`src/rtl/cam_chunk_buffer_ctrl_if.sv`:
```
// Camera-side, RAM-write and sender-handshake signals of cam_chunk_buffer_ctrl.
// The controller connects through the slave modport and the environment through master.
interface cam_chunk_buffer_ctrl_if #(
  parameter int DATA_W = 8,
  parameter int ADDR_W = 11,
  parameter int BANK_W = 2
);
  logic                     pix_valid;
  logic [DATA_W-1:0]        cam_data;
  logic                     frame_done;
  logic                     ram_wr_en;
  logic [BANK_W+ADDR_W-1:0] ram_wr_addr;
  logic [DATA_W-1:0]        ram_din;
  logic                     send_start;
  logic [BANK_W-1:0]        send_bank;
  logic [ADDR_W:0]          send_len;
  logic                     send_last;
  logic [15:0]              send_seq;
  logic                     eth_finish;
  logic                     overflow;
  logic [15:0]              drop_cnt;
  logic [1:0]               FSM_state;

  modport master (
    output pix_valid, cam_data, frame_done, eth_finish,
    input  ram_wr_en, ram_wr_addr, ram_din, send_start, send_bank, send_len,
           send_last, send_seq, overflow, drop_cnt, FSM_state
  );

  modport slave (
    input  pix_valid, cam_data, frame_done, eth_finish,
    output ram_wr_en, ram_wr_addr, ram_din, send_start, send_bank, send_len,
           send_last, send_seq, overflow, drop_cnt, FSM_state
  );
endinterface

```
`src/rtl/cam_chunk_buffer_ctrl.sv`:
```
// Packs camera bytes into rotating RAM banks and hands closed chunks
// (length, last-of-frame, sequence) to the Ethernet sender in fill order.
module cam_chunk_buffer_ctrl #(
  parameter int DATA_W     = 8,
  parameter int CHUNK_SIZE = 1400,
  parameter int ADDR_W     = 11,
  parameter int NUM_BANKS  = 2,
  parameter int BANK_W     = 2
) (
  input  logic                  clk,
  input  logic                  reset,
  cam_chunk_buffer_ctrl_if.slave bus
);

  // Status arrays span every encodable bank index; slots >= NUM_BANKS are never used.
  localparam int SLOTS = 1 << BANK_W;

  localparam logic [1:0] S_IDLE  = 2'd0;
  localparam logic [1:0] S_START = 2'd1;
  localparam logic [1:0] S_BUSY  = 2'd2;

  localparam logic [ADDR_W-1:0] LAST_OFF  = ADDR_W'(CHUNK_SIZE - 1);
  localparam logic [ADDR_W:0]   FULL_LEN  = (ADDR_W+1)'(CHUNK_SIZE);
  localparam logic [BANK_W-1:0] LAST_BANK = BANK_W'(NUM_BANKS - 1);

  typedef struct packed {
    logic [ADDR_W:0] len;
    logic            last;
    logic [15:0]     seq;
  } chunk_t;

  logic [SLOTS-1:0]         full_q, full_d;
  chunk_t [SLOTS-1:0]       meta_q, meta_d;
  logic [BANK_W-1:0]        fill_bank_q, fill_bank_d;
  logic [BANK_W-1:0]        rd_ptr_q, rd_ptr_d;
  logic [ADDR_W-1:0]        offset_q, offset_d;
  logic [15:0]              seq_q, seq_d;
  logic                     pending_q, pending_d;
  logic                     ram_wr_en_q, ram_wr_en_d;
  logic [BANK_W+ADDR_W-1:0] ram_wr_addr_q, ram_wr_addr_d;
  logic [DATA_W-1:0]        ram_din_q, ram_din_d;
  logic                     overflow_q, overflow_d;
  logic [15:0]              drop_cnt_q, drop_cnt_d;
  logic [1:0]               state_q, state_d;
  logic                     send_start_q, send_start_d;
  logic [BANK_W-1:0]        send_bank_q, send_bank_d;
  logic [ADDR_W:0]          send_len_q, send_len_d;
  logic                     send_last_q, send_last_d;
  logic [15:0]              send_seq_q, send_seq_d;

  logic            writable, wr, drop, close, close_last;
  logic [ADDR_W:0] close_len;

  always_comb begin
    full_d        = full_q;
    meta_d        = meta_q;
    fill_bank_d   = fill_bank_q;
    rd_ptr_d      = rd_ptr_q;
    offset_d      = offset_q;
    seq_d         = seq_q;
    pending_d     = pending_q;
    ram_wr_en_d   = 1'b0;
    ram_wr_addr_d = ram_wr_addr_q;
    ram_din_d     = ram_din_q;
    overflow_d    = overflow_q;
    drop_cnt_d    = drop_cnt_q;
    state_d       = state_q;
    send_start_d  = 1'b0;
    send_bank_d   = send_bank_q;
    send_len_d    = send_len_q;
    send_last_d   = send_last_q;
    send_seq_d    = send_seq_q;
    wr            = 1'b0;
    drop          = 1'b0;
    close         = 1'b0;
    close_last    = 1'b0;
    close_len     = '0;
    writable      = ~full_q[fill_bank_q];

    // A deferred end-of-frame marker claims the freed bank before any new pixel.
    if (writable && pending_q) begin
      close      = 1'b1;
      close_last = 1'b1;
      pending_d  = 1'b0;
      drop       = bus.pix_valid;
    end else if (writable) begin
      wr = bus.pix_valid;
      if (wr && offset_q == LAST_OFF) begin
        close      = 1'b1;
        close_len  = FULL_LEN;
        close_last = bus.frame_done;
      end else if (bus.frame_done) begin
        close      = 1'b1;
        close_last = 1'b1;
        close_len  = {1'b0, offset_q} + {{ADDR_W{1'b0}}, wr};
      end else if (wr) begin
        offset_d = offset_q + ADDR_W'(1);
      end
    end else begin
      drop = bus.pix_valid;
      if (bus.frame_done) pending_d = 1'b1;
    end

    if (wr) begin
      ram_wr_en_d   = 1'b1;
      ram_wr_addr_d = {fill_bank_q, offset_q};
      ram_din_d     = bus.cam_data;
    end

    if (close) begin
      full_d[fill_bank_q] = 1'b1;
      meta_d[fill_bank_q] = '{len: close_len, last: close_last, seq: seq_q};
      seq_d       = close_last ? 16'd0 : seq_q + 16'd1;
      offset_d    = '0;
      fill_bank_d = (fill_bank_q == LAST_BANK) ? '0 : fill_bank_q + BANK_W'(1);
    end

    if (drop) begin
      overflow_d = 1'b1;
      if (drop_cnt_q != 16'hFFFF) drop_cnt_d = drop_cnt_q + 16'd1;
    end

    // Sender side; the bank it frees is never the one being closed this cycle.
    case (state_q)
      S_IDLE: if (full_q[rd_ptr_q]) begin
        send_bank_d  = rd_ptr_q;
        send_len_d   = meta_q[rd_ptr_q].len;
        send_last_d  = meta_q[rd_ptr_q].last;
        send_seq_d   = meta_q[rd_ptr_q].seq;
        send_start_d = 1'b1;
        state_d      = S_START;
      end
      S_START: state_d = S_BUSY;
      S_BUSY: if (bus.eth_finish) begin
        full_d[rd_ptr_q] = 1'b0;
        rd_ptr_d = (rd_ptr_q == LAST_BANK) ? '0 : rd_ptr_q + BANK_W'(1);
        state_d  = S_IDLE;
      end
      default: state_d = S_IDLE;
    endcase
  end

  always_ff @(posedge clk) begin
    if (reset) begin
      full_q        <= '0;
      meta_q        <= '0;
      fill_bank_q   <= '0;
      rd_ptr_q      <= '0;
      offset_q      <= '0;
      seq_q         <= '0;
      pending_q     <= 1'b0;
      ram_wr_en_q   <= 1'b0;
      ram_wr_addr_q <= '0;
      ram_din_q     <= '0;
      overflow_q    <= 1'b0;
      drop_cnt_q    <= '0;
      state_q       <= S_IDLE;
      send_start_q  <= 1'b0;
      send_bank_q   <= '0;
      send_len_q    <= '0;
      send_last_q   <= 1'b0;
      send_seq_q    <= '0;
    end else begin
      full_q        <= full_d;
      meta_q        <= meta_d;
      fill_bank_q   <= fill_bank_d;
      rd_ptr_q      <= rd_ptr_d;
      offset_q      <= offset_d;
      seq_q         <= seq_d;
      pending_q     <= pending_d;
      ram_wr_en_q   <= ram_wr_en_d;
      ram_wr_addr_q <= ram_wr_addr_d;
      ram_din_q     <= ram_din_d;
      overflow_q    <= overflow_d;
      drop_cnt_q    <= drop_cnt_d;
      state_q       <= state_d;
      send_start_q  <= send_start_d;
      send_bank_q   <= send_bank_d;
      send_len_q    <= send_len_d;
      send_last_q   <= send_last_d;
      send_seq_q    <= send_seq_d;
    end
  end

  assign bus.ram_wr_en   = ram_wr_en_q;
  assign bus.ram_wr_addr = ram_wr_addr_q;
  assign bus.ram_din     = ram_din_q;
  assign bus.send_start  = send_start_q;
  assign bus.send_bank   = send_bank_q;
  assign bus.send_len    = send_len_q;
  assign bus.send_last   = send_last_q;
  assign bus.send_seq    = send_seq_q;
  assign bus.overflow    = overflow_q;
  assign bus.drop_cnt    = drop_cnt_q;
  assign bus.FSM_state   = state_q;

endmodule

```
`src/flat_wrapper.sv`:
```
// flat-port wrapper written by rule: the top's interface ports become plain ports
module cam_chunk_buffer_ctrl_flat 
#(
  parameter int DATA_W     = 8,
  parameter int CHUNK_SIZE = 1400,
  parameter int ADDR_W     = 11,
  parameter int NUM_BANKS  = 2,
  parameter int BANK_W     = 2
)
  (clk, reset, bus_pix_valid, bus_cam_data, bus_frame_done, bus_eth_finish, bus_ram_wr_en, bus_ram_wr_addr, bus_ram_din, bus_send_start, bus_send_bank, bus_send_len, bus_send_last, bus_send_seq, bus_overflow, bus_drop_cnt, bus_FSM_state);
  cam_chunk_buffer_ctrl_if #(.DATA_W(DATA_W), .ADDR_W(ADDR_W), .BANK_W(BANK_W)) bus_i ();
  input  logic clk;
  input  logic reset;
  input wire logic [$bits(bus_i.pix_valid)-1:0] bus_pix_valid;
  input wire logic [$bits(bus_i.cam_data)-1:0] bus_cam_data;
  input wire logic [$bits(bus_i.frame_done)-1:0] bus_frame_done;
  input wire logic [$bits(bus_i.eth_finish)-1:0] bus_eth_finish;
  output wire logic [$bits(bus_i.ram_wr_en)-1:0] bus_ram_wr_en;
  output wire logic [$bits(bus_i.ram_wr_addr)-1:0] bus_ram_wr_addr;
  output wire logic [$bits(bus_i.ram_din)-1:0] bus_ram_din;
  output wire logic [$bits(bus_i.send_start)-1:0] bus_send_start;
  output wire logic [$bits(bus_i.send_bank)-1:0] bus_send_bank;
  output wire logic [$bits(bus_i.send_len)-1:0] bus_send_len;
  output wire logic [$bits(bus_i.send_last)-1:0] bus_send_last;
  output wire logic [$bits(bus_i.send_seq)-1:0] bus_send_seq;
  output wire logic [$bits(bus_i.overflow)-1:0] bus_overflow;
  output wire logic [$bits(bus_i.drop_cnt)-1:0] bus_drop_cnt;
  output wire logic [$bits(bus_i.FSM_state)-1:0] bus_FSM_state;
  assign bus_i.pix_valid = bus_pix_valid;
  assign bus_i.cam_data = bus_cam_data;
  assign bus_i.frame_done = bus_frame_done;
  assign bus_i.eth_finish = bus_eth_finish;
  assign bus_ram_wr_en = bus_i.ram_wr_en;
  assign bus_ram_wr_addr = bus_i.ram_wr_addr;
  assign bus_ram_din = bus_i.ram_din;
  assign bus_send_start = bus_i.send_start;
  assign bus_send_bank = bus_i.send_bank;
  assign bus_send_len = bus_i.send_len;
  assign bus_send_last = bus_i.send_last;
  assign bus_send_seq = bus_i.send_seq;
  assign bus_overflow = bus_i.overflow;
  assign bus_drop_cnt = bus_i.drop_cnt;
  assign bus_FSM_state = bus_i.FSM_state;
  cam_chunk_buffer_ctrl #(.DATA_W(DATA_W), .CHUNK_SIZE(CHUNK_SIZE), .ADDR_W(ADDR_W), .NUM_BANKS(NUM_BANKS), .BANK_W(BANK_W)) u_core (.clk(clk), .reset(reset), .bus(bus_i));
endmodule
```
`config.mk`:
```
export PLATFORM = sky130hd
export DESIGN_NAME = cam_chunk_buffer_ctrl_flat
export DESIGN_NICKNAME = d
export VERILOG_FILES = /design/src/rtl/cam_chunk_buffer_ctrl_if.sv /design/src/rtl/cam_chunk_buffer_ctrl.sv /design/src/flat_wrapper.sv
export SDC_FILE = /design/constraint.sdc
export NUM_CORES = 1
export LEC_CHECK = 0
export ABC_AREA = 0
export BUFFER_PORTS_ARGS = -buffer_cell sky130_fd_sc_hd__buf_2
export CELL_PAD_IN_SITES_DETAIL_PLACEMENT = 0
export CELL_PAD_IN_SITES_GLOBAL_PLACEMENT = 1
export CORE_AREA = 3 3 170 172
export CTS_CLUSTER_DIAMETER = 150
export CTS_CLUSTER_SIZE = 24
export DETAILED_ROUTE_END_ITERATION = 12
export DIE_AREA = 0 0 173 175
export PLACE_DENSITY = 0.66
export SLEW_MARGIN = 20
export SYNTH_ARGS = -nofsm -noshare
export SYNTH_HDL_FRONTEND = slang
export SYNTH_SLANG_ARGS = --single-unit
```
`constraint.sdc`:
```
create_clock -name clk -period 3.6 [get_ports clk]
set_input_delay 0.36 -clock clk [delete_from_list [all_inputs] [get_ports clk]]
set_output_delay 0.36 -clock clk [all_outputs]
set_load 0.005 [all_outputs]
```
Word level (Yosys, flattened, before mapping)
Index checks and enable logic that the tools add are counted.
Widths: inputs -> output; s select.
{"block": "totals", "reg_bits": 225, "input_bits": 13, "output_inout_bits": 73, "word_cells": 108}
{"block": "op_classes", "add_sub_neg": 6, "n_lt_le_gt_ge": 4, "n_eq_ne": 8, "n_mux": 39, "bitwise_logic": 8, "n_reduce_logical": 14}
{"op": "$bwmux 116", "count": 1}
{"op": "$bmux 29 s2", "count": 1}
{"op": "$demux 29 s2", "count": 1}
{"op": "$mux 29", "count": 2}
{"op": "$mux 12", "count": 4}
{"op": "$add 16x1->16 const B", "count": 2}
{"op": "$mux 1", "count": 17}
{"op": "$mux 16", "count": 1}
{"op": "$ne 16x16->1 const B", "count": 1}
{"op": "$add 11x1->12", "count": 1}
{"op": "$mux 4", "count": 3}
{"op": "$add 11x1->11 const B", "count": 1}
{"op": "$eq 11x11->1 const B", "count": 1}
{"op": "$reduce_and 2->1", "count": 5}
{"op": "$mux 2", "count": 4}
{"op": "$eq 2x1->1 const B", "count": 3}
{"op": "$lt 2x3->1 const B", "count": 2}
{"op": "$pmux 2 s3", "count": 1}
{"op": "$reduce_or 2->1", "count": 3}
{"op": "$not 1->1", "count": 5}
{"op": "$reduce_and 5->1", "count": 1}
{"op": "$add 2x1->2 const B", "count": 2}
{"op": "$and 4x4->4", "count": 1}
{"op": "$bmux 1 s2", "count": 2}
{"op": "9 further kinds", "count": 14}

Depth between registers and ports, before layout
{"block": "logic_depth", "depth_word": 9, "mapped_depth": 8, "ltp_nobuf": 7}

Worst setup path after synthesis
Ideal clock, no wire load.
{"block": "synth_path", "kind": "flip-flop to flip-flop", "startpoint": "reg u_core.offset_q[0]", "endpoint": "reg u_core.meta_q[25] (netlist name)", "arrival_ns": 2.144, "required_time_ns": 3.515, "slack_ns": 1.371, "stages_incl_launch_ff": 8, "period_less_slack_ns": 2.229, "cell_sequence": "dfxtp_1 -> ha_1 -> ha_1 -> inv_1 -> or4_1 -> and3_1 -> or4_4 -> o31ai_2"}
{"block": "synth_between", "elab_chain_len": 6, "word_cells_on_any_way": 11, "classes_between": "add/sub (1); eq/ne (1); mux (8); reduce/logical (1)"}
{"item": "start: declaration", "line": "cam_chunk_buffer_ctrl.sv:36", "text": "logic [ADDR_W-1:0] offset_q, offset_d;"}
{"item": "start signal: assignment", "line": "cam_chunk_buffer_ctrl.sv:168", "text": "offset_q <= offset_d;"}
{"item": "$add 11x1->12 or $eq 11x11->1 (tied branches)", "line": "cam_chunk_buffer_ctrl.sv:95, cam_chunk_buffer_ctrl.sv:88"}
{"item": "$mux 12 or $logic_and 1x1->1 (tied branches)", "line": "cam_chunk_buffer_ctrl.sv:92, cam_chunk_buffer_ctrl.sv:88"}
{"item": "$mux 12", "line": "cam_chunk_buffer_ctrl.sv:88", "text": "if (wr && offset_q == LAST_OFF) begin"}
{"item": "$mux 12", "line": "cam_chunk_buffer_ctrl.sv:86", "text": "end else if (writable) begin"}
{"item": "$mux 12", "line": "cam_chunk_buffer_ctrl.sv:81", "text": "if (writable && pending_q) begin"}
{"item": "$bwmux 116", "line": "cam_chunk_buffer_ctrl.sv:112", "text": "meta_d[fill_bank_q] = '{len: close_len, last: close_last, seq: seq_q};"}
{"item": "end signal: assignment", "line": "cam_chunk_buffer_ctrl.sv:165", "text": "meta_q <= meta_d;"}
{"item": "end: declaration", "line": "cam_chunk_buffer_ctrl.sv:33", "text": "chunk_t [SLOTS-1:0] meta_q, meta_d;"}
Parallel ways exist; a longest one is shown, timed or not.
A chain may end at the register's enable or synchronous reset.

Final worst setup path
{"block": "layout_path", "startpoint": "reg u_core.fill_bank_q[0]", "endpoint": "reg u_core.meta_q[51] (netlist name)"}
{"block": "layout_between", "elab_chain_len": 6, "word_cells_on_any_way": 14, "classes_between": "order compare (2); mux (9); bitwise (1); reduce/logical (2)"}
{"item": "start: declaration", "line": "cam_chunk_buffer_ctrl.sv:34", "text": "logic [BANK_W-1:0] fill_bank_q, fill_bank_d;"}
{"item": "start signal: assignment", "line": "cam_chunk_buffer_ctrl.sv:166", "text": "fill_bank_q <= fill_bank_d;"}
{"item": "branches (longest 6 deep; another with $lt 2x3->1)"}
Parallel ways; which one is timed is not known. The select of a mux whose other input is x is not followed.

==> flow_summary.ini <==
[status]
status = finished clean

[route]
wl_um = 25000
first_pass_iters = 5
dr_total_vias = 7758
wl_per_cell_um = 16.3
antenna_left = 0
route.detailed.drc = 0
vias_per_cell = 5.05
drt_iter0_drc = 597

[yosys]
synth_edf_count = 0
synthArstFlopShare_pct = 0
synth_seq_cells = 225
syn_area_per_cell_sq_um = 8.51
yosysSeqAreaShare_pct = 46.9
synth_nets = 1147
postSynthCellCount = 1129
netlist-cell-type-count = 63
yosysWarnings = 0
ys.flop_type = dfxtp_1
synth_area_sq_um = 9610

[sta]
slew_headroom_pct = 41.2
rsz0062_at_grt = false
fin_tns_setup_ps = 0
worstMarginPinSlew_ps = 883
final-setup-viol-count = 0
fin_skew_ps = 19.4
drv_slew = 0
hold_ws_ps = 114
period_minus_slack_ps = 2760
hold_violations = 0
fmax_mhz = 363
finalCritPeriodShare_pct = 76.6

[min_path]
hp-class = in -> reg

[place]
dp_hpwl_um = 16200
place_congestion = 0.766
portBuffers = 85
dp.cells = 1521

[global_routing]
grt_usage_pct = 16.1
grt_max_degree = 98
first_global_vias = 7392
grt_overflow = 0
antenna_found_initial = 0
grt_pass1_wl_um = 40700

[floorplan]
die_w_um = 173
core_area_sq_um = 27600
placementRows = 61
initial_core_util_pct = 34.8
die_h_um = 175
ios = 86
die_area_sq_um = 30300

[setup_path]
worstSetupPathType = reg -> reg
worst_setup_path_end_kind = flop
crit_arrival_ps = 3080
cp.required_ps = 3920
cp-start-kind = flop
critPathMaxFanout = 17

[finish]
layout_commonest_cell = nand2_1
fin_cells = 1535
ff_latch_area_sq_um = 4510
fillers = 2917
num_antenna_cells = 0
area_growth_pct = 10.8
multiInputGateArea_sq_um = 4650
layout_common_cells = 315 x nand2_1, 223 x dfxtp_1, 160 x a21oi_1, 84 x buf_2, 61 x nor2_1
nNetsFinal = 1176
layout-drive-gt1-share_pct = 15.0

[pwr]
leakagePower_nw = 3.53
irDropWorstVdd_v = 0.000216
powerDensity_nw_per_um2 = 426

[cts]
cts_tree = yes
clk_path_buf_depth = 3
cts-buffers-inserted = 13
htreeDepth = 1
cts_hold_buffers = 0
cts_resized = 0
cts_num_sinks = 225
worst_skew_pair.late_latency_ps = 470
clockRootBuffer = clkbuf_16
clk_pin_slew_worst_paths_ps = 100
post_cts_buffers = 0

[run]
cap_viol_max_count = 0
==> metal layers <==
metal / GRT usage (%) / vias to the layer above / routed length [um]
li1: - / 3913 / -
met1: 22.6 / 3670 / 11800
met2: 26.7 / 150 / 11700
met3: 1.72 / 25 / 958
met4: 3.82 / 0 / 454
met5: 0 / - / 0
==> path summary, 6_finish.rpt <==
check	endpoint	slack (ps)	start	cells after the start
hold reg to reg	u_core.bus.overflow	450	u_core.bus.overflow	2
setup reg to reg	u_core.meta_q[51]	840	u_core.fill_bank_q[0]	5
setup / recovery	u_core.meta_q[51]	840	u_core.fill_bank_q[0]	5
hold / removal	u_core.bus.ram_din[4]	110	bus_cam_data[4]	3
==> synthesized netlist by cell type, types with 2 or more instances <==
| cell type | number | area (sq um) |
|---|---|---|
| nor2_1 | 61 | 229 |
| buf_4 | 3 | 22.5 |
| or3_1 | 5 | 31.3 |
| a21oi_1 | 160 | 801 |
| nand2b_1 | 5 | 31.3 |
| o211ai_1 | 2 | 15.0 |
| or4_1 | 10 | 75.1 |
| nand4_1 | 19 | 119 |
| o21ai_1 | 10 | 50.1 |
| nand3_1 | 26 | 130 |
| a31oi_1 | 2 | 12.5 |
| nand3b_1 | 19 | 143 |
| o31ai_1 | 6 | 45.0 |
| nor4_1 | 5 | 31.3 |
| mux4_2 | 31 | 698 |
| mux2_2 | 2 | 22.5 |
| o21ai_0 | 6 | 30.0 |
| inv_1 | 9 | 33.8 |
| a211o_1 | 2 | 17.5 |
| o31ai_2 | 2 | 25.0 |
| ha_1 | 5 | 62.6 |
| a211oi_1 | 8 | 60.1 |
| dfxtp_1 | 225 | 4500 |
| clkbuf_1 | 54 | 203 |
| xnor2_1 | 22 | 193 |
| nand2_1 | 315 | 1180 |
| or2_2 | 4 | 25.0 |
| a32oi_1 | 2 | 17.5 |
| and2_1 | 4 | 25.0 |
| buf_2 | 30 | 150 |
| xor2_1 | 17 | 149 |
| nor3_1 | 13 | 65.1 |
| and3_1 | 7 | 43.8 |
| buf_1 | 3 | 11.3 |
| mux2i_1 | 3 | 30.0 |
| a2111oi_0 | 3 | 26.3 |
| buf_6 | 2 | 22.5 |
| nor3_2 | 2 | 20.0 |
==> state kept, by name (all words and copies together) (netlist names) <==
name	cells
u_core.full_q	4
u_core.bus.send_seq	16
u_core.bus.drop_cnt	16
u_core.bus.send_bank	2
u_core.offset_q	11
u_core.pending_q	1
u_core.seq_q	16
u_core.bus.ram_wr_addr	13
u_core.bus.ram_wr_en	1
u_core.bus.send_last	1
u_core.bus.send_len	12
u_core.meta_q	116
u_core.bus.send_start	1
u_core.bus.overflow	1
u_core.bus.FSM_state	2
u_core.fill_bank_q	2
u_core.rd_ptr_q	2
u_core.bus.ram_din	8
==> area by class of cell <==
cell class | count | share of cell area, %
clock buffer | 13 | 3.06
clock inverter | 1 | 0.153
inverter | 9 | 0.317
multi-input combinational | 802 | 43.7
sequential | 225 | 42.3
tap | 378 | 4.44
timing repair buffer | 107 | 5.96
==> cell families (layout without fill, tap and decap cells) <==
logic type	Yosys count	count (layout)	synth area share (%)
xor+xnor	39	39	3.56
fa+ha+maj	5	5	0.651
compound gates	213	213	12.5
flops	225	225	46.9
buf+inv	102	130	4.66
mux	36	36	7.82
simple gates	509	509	23.9
==> metrics by stage <==
| step | power, mW | util [%] | setup WS [ps] | area [sq um] |
|---|---|---|---|---|
| 2_1_floorplan | 2.92 | - | 1370 | 9610 |
| 3_5_place_dp | 3.10 | 37.3 | 891 | 10300 |
| 4_1_cts | 4.62 | 38.5 | 861 | 10600 |
| 3_3_place_gp | 3.10 | 37.3 | 932 | 10300 |
| 5_1_grt | 4.75 | 38.5 | 687 | 10600 |
| 6_report | 4.54 | 38.5 | 843 | 10600 |
==> critical path, cell delays in order, from the launching register on <==
cell	delay [ps]
dfxtp_1	690
mux4_2	730
or3_1	670
buf_4	340
nand2_1	90
a21oi_1	60
==> power breakdown <==
part	switching [mW]	internal (mW)	total (mW)	leakage, nW
Sequential	0.0389	2.52	2.56	1.82
Combinational	0.345	0.131	0.476	1.54
Clock	0.834	0.664	1.50	0.167
Total	1.22	3.32	4.54	3.53
(Power assumes the default switching activity.)
